## src/rtl/alu_seq_driver.sv

```systemverilog
// rtl/alu_seq_driver.sv - vsync-gated single-op ALU sequencer with result accumulator
// Optional ALU_SEQ_ECHO_CHECK_EN: sticky err_o when the ALU's B echo differs from the issued B.
module alu_seq_driver #(
  parameter int WIDTH = 8
) (
  input  logic               clk_i,
  input  logic               rst_ni,
  input  logic               vsync_i,
  input  logic               cmd_valid_i,
  output logic               cmd_ready_o,
  input  logic [2:0]         cmd_op_i,
  input  logic               cmd_acc_i,
  input  logic [WIDTH-1:0]   cmd_a_i,
  input  logic [WIDTH-1:0]   cmd_b_i,
  output logic               en_o,
  output logic [2:0]         ctl_o,
  output logic [2*WIDTH-1:0] AB_o,
  input  logic [2*WIDTH-1:0] BC_i,
  output logic               res_valid_o,
  input  logic               res_ready_i,
  output logic [WIDTH-1:0]   res_o,
  output logic               busy_o,
  output logic               err_o
);

  typedef enum logic [1:0] {IDLE, WAIT_VS, ISSUE, RESP} state_t;

  state_t             state_q, state_d;
  logic [WIDTH-1:0]   acc_q, acc_d;
  logic [WIDTH-1:0]   res_q, res_d;
  logic               res_valid_q, res_valid_d;
  logic [2:0]         ctl_q, ctl_d;
  logic [2*WIDTH-1:0] ab_q, ab_d;
`ifdef ALU_SEQ_ECHO_CHECK_EN
  logic               err_q, err_d;
`else
  logic               unused_echo;
  assign unused_echo = ^BC_i[2*WIDTH-1:WIDTH];
`endif

  always_comb begin
    state_d     = state_q;
    acc_d       = acc_q;
    res_d       = res_q;
    res_valid_d = res_valid_q;
    ctl_d       = ctl_q;
    ab_d        = ab_q;
`ifdef ALU_SEQ_ECHO_CHECK_EN
    err_d       = err_q;
`endif
    case (state_q)
      IDLE: begin
        // Operands land in the ALU-facing registers here, so they are stable well before en_o.
        if (cmd_valid_i) begin
          ctl_d   = cmd_op_i;
          ab_d    = {(cmd_acc_i ? acc_q : cmd_a_i), cmd_b_i};
          state_d = WAIT_VS;
        end
      end
      WAIT_VS: begin
        if (vsync_i) state_d = ISSUE;
      end
      ISSUE: begin
        res_d       = BC_i[WIDTH-1:0];
        acc_d       = BC_i[WIDTH-1:0];
        res_valid_d = 1'b1;
        state_d     = RESP;
`ifdef ALU_SEQ_ECHO_CHECK_EN
        if (BC_i[2*WIDTH-1:WIDTH] != ab_q[WIDTH-1:0]) err_d = 1'b1;
`endif
      end
      RESP: begin
        if (res_ready_i) begin
          res_valid_d = 1'b0;
          state_d     = IDLE;
        end
      end
      default: state_d = IDLE;
    endcase
  end

  always_ff @(posedge clk_i or negedge rst_ni) begin
    if (!rst_ni) begin
      state_q     <= IDLE;
      acc_q       <= '0;
      res_q       <= '0;
      res_valid_q <= 1'b0;
      ctl_q       <= '0;
      ab_q        <= '0;
`ifdef ALU_SEQ_ECHO_CHECK_EN
      err_q       <= 1'b0;
`endif
    end else begin
      state_q     <= state_d;
      acc_q       <= acc_d;
      res_q       <= res_d;
      res_valid_q <= res_valid_d;
      ctl_q       <= ctl_d;
      ab_q        <= ab_d;
`ifdef ALU_SEQ_ECHO_CHECK_EN
      err_q       <= err_d;
`endif
    end
  end

  assign cmd_ready_o = (state_q == IDLE);
  assign busy_o      = (state_q != IDLE);
  assign en_o        = (state_q == ISSUE);
  assign ctl_o       = ctl_q;
  assign AB_o        = ab_q;
  assign res_o       = res_q;
  assign res_valid_o = res_valid_q;
`ifdef ALU_SEQ_ECHO_CHECK_EN
  assign err_o       = err_q;
`else
  assign err_o       = 1'b0;
`endif

endmodule

```

## config.mk

```make
export PLATFORM = sky130hd
export DESIGN_NAME = alu_seq_driver
export DESIGN_NICKNAME = d
export VERILOG_FILES = /design/src/rtl/alu_seq_driver.sv
export SDC_FILE = /design/constraint.sdc
export NUM_CORES = 1
export LEC_CHECK = 0
export CORE_MARGIN = 2
export CORE_UTILIZATION = 40
export CTS_BUF_LIST = sky130_fd_sc_hd__clkbuf_8 sky130_fd_sc_hd__clkbuf_16
export DETAILED_ROUTE_END_ITERATION = 8
export HOLD_SLACK_MARGIN = 0.03
export PLACE_DENSITY = 0.84
export SLEW_MARGIN = 20
export SYNTH_ARGS = -nofsm -noshare
export SYNTH_HDL_FRONTEND = slang
export SYNTH_SLANG_ARGS = --single-unit
```

## constraint.sdc

```tcl
create_clock -name clk_i -period 3.7 [get_ports clk_i]
set_input_delay 0.74 -clock clk_i [delete_from_list [all_inputs] [get_ports clk_i]]
set_output_delay 0.74 -clock clk_i [all_outputs]
set_load 0.05 [all_outputs]
```

==> key figures <==
Job
  – Max_cap viols: 0

Timing
  – Final setup TNS: 0 ns
  – Measured slew at the worst slew-check pin: 0.525 ns
  – RSZ-0062 raised after global routing: no
  – Clock Skews: 0.00483 ns
  – Slew Limit Fails: 0
  – Fmax: 341 MHz
  – Hold Vio Cnt, Final: 0
  – Max_slew headroom: 64.9%
  – Fin crit share: 79.3%
  – Post-route minimum period: 2.93 ns
  – Hold_ws: 0.484 ns
  – Final setup viols: 0

Critical path
  – CP Max Fanout: 11
  – Worst path max stage delay: 0.90 ns
  – Max stage delay cell, worst path: clkdlybuf4s50_1
  – Startpoint Class: flop
  – Critical path data arrival time: 2.19 ns
  – Worst setup EP type: output port
  – Sequence of cells on the critical path: inv_1 > ha_1 > clkdlybuf4s50_1
  – Req. time, crit path: 2.96 ns
  – WS Path Type: reg2out

Synth
  – Syn nets: 142
  – Unique masters post-synth: 19
  – Post-synthesis sequential area ratio: 58.8%
  – Syn avg cell area: 13.2 um^2
  – Synth Cell Area: 0.00128 mm^2
  – Cells after Synth: 97
  – Yosys warns: 0
  – Seq cells post-synth: 30

Floorplan
  – Initial core utilization: 41.8%
  – Die width: 60.5 um
  – Core Region: 0.00305 mm^2
  – # IOs: 73
  – Site Rows: 20
  – DIE AREA: 0.00366 mm^2
  – Die height: 60.5 um

Layout
  – Final core utilization: 66.7%
  – Layout cells sized above 1: 17.1%
  – Area delta synth->final: 59.4%
  – Ant diodes: 0
  – Fin area: 0.00204 mm^2
  – Final nets: 208

Route
  – Wire length per cell: 13.8 um
  – DRC viols: 0
  – Detail Route Antenna Nets: 0
  – Vias/cell: 4.60
  – Pre-antenna DRT Iters: 4
  – DRT Wirelength: 2880 um
  – Via count: 957
  – Initial DRC count: 31

Clocking
  – CTS sink cnt: 30
  – CTS tree: built
  – CTS H-tree lvls: 2
  – Post-cts resize count: 0
  – Setup Buffers After CTS: 0
  – Reg clk slew, reported paths: 0.06 ns
  – Cts hold-fix bufs: 0
  – Clock Tree Root: clkbuf_8
  – TritonCTS Buffers: 5
  – Worst-Skew Late Latency: 0.27 ns
  – Clock Path Buffers: 2

Worst hold path
  – Hold crit path type: reg2reg

Power and ir drop
  – PD cells: 1070 mW/mm^2
  – VDD IR max: 468 uV
  – Pwr Total: 2180 uW
  – Pleak: 0.000899 uW

Status
  – Status: finished clean

Place
  – Final GP Congestion: 0.753
  – Port bufs: 63
  – Hpwl dp: 2170 um
  – Post-place instance area: 0.00194 mm^2

Global route
  – Largest net degree at the start of global routing: 31
  – Total grt overflow: 0
  – First-pass GRT wire length: 4440 um
  – Vias in the first global route: 940
  – Tot GR Track Use: 16.9%
  – Initial antenna violation count: 0
per-stage QoR:
stage                     setup slack (ns)  std cells
after detailed placement              1.03        200
after floorplan                       1.58         97
after CTS                            0.733        208
after global placement                1.12        200
final                                0.766        208
after global routing                 0.640        208
worst max-delay path: cells and delay by family (launching register included):
family	cells	cell delay [ns]
buf+inv	2	1.01
fa+ha+maj	1	0.49
flops	1	0.42
cells in the mapped netlist:
master / count / area share [%]
a222oi_1: 1 / 0.78
a22oi_1: 1 / 0.59
a2bb2oi_1: 1 / 0.69
buf_2: 2 / 0.78
buf_4: 1 / 0.59
clkbuf_1: 1 / 0.29
clkbuf_2: 1 / 0.39
conb_1: 1 / 0.29
dfrtp_1: 30 / 59
ha_1: 4 / 3.9
inv_1: 6 / 1.8
mux2_1: 1 / 0.88
mux2_2: 19 / 17
mux2i_1: 8 / 6.3
nand2_1: 8 / 2.4
nand2_2: 1 / 0.49
nor2_1: 2 / 0.59
o21ai_0: 8 / 3.1
o2bb2ai_1: 1 / 0.69
per-layer routing:
layer	part of all wire (%)	GRT usage [%]
met2	50	28.3
met4	2.2	10.2
met1	40	20.4
met3	7.5	2.99
met5	0	0
kinds of logic (layout without fill, tap and decap cells):
logic type / count (synthesis) / after routing / share of synthesized area [%]
AOI/OAI and AO/OA: 12 / 12 / 5.88
adders and majority gates: 4 / 4 / 3.92
buffers and inverters: 11 / 78 / 3.82
DFF: 30 / 30 / 58.8
muxes: 28 / 28 / 23.9
other: 1 / 1 / 0.294
and+or+nand+nor: 11 / 11 / 3.43
cell usage in the layout, fill, tap and decap left out, drive strengths merged:
cell,n
o21ai,8
mux2i,8
clkbuf,6
a222oi,1
mux2,20
dfrtp,30
clkinv,1
o2bb2ai,1
ha,4
inv,7
conb,1
buf,1
nor2,2
a2bb2oi,1
a22oi,1
nand2,9
clkdlybuf4s50,63
where the power goes:
group | total [uW] | switching, uW | internal (uW)
logic | 1330 | 841 | 493
clock network | 258 | 111 | 147
registers | 594 | 97.9 | 496
flip-flops by register name, indices dropped and copies added (netlist names):
signal	cells
AB_o	16
res_o	8
state_q	2
res_valid_o	1
ctl_o	3
worst paths after layout:
check                      startpoint  endpoint  slack (ns)  cells past startpoint
setup / recovery           state_q[0]      en_o        0.77                      3
hold / removal                AB_o[8]   AB_o[8]        0.48                      2
setup reg to reg           state_q[0]   AB_o[4]        2.00                      4
hold reg to reg               AB_o[8]   AB_o[8]        0.48                      2
max in group asynchronous      rst_ni   AB_o[8]        2.57                      2
min in group asynchronous      rst_ni  AB_o[14]        0.86                      2
layout make-up:
class / count / area (um^2)
inverter: 6 / 22.5
clock inverter: 2 / 8.76
fill: 239 / 1020
tap: 44 / 55.1
clock buffer: 6 / 82.6
sequential: 30 / 751
timing repair buffer: 64 / 638
multi-input combinational: 56 / 478
Power figures use the tool's default switching activity.
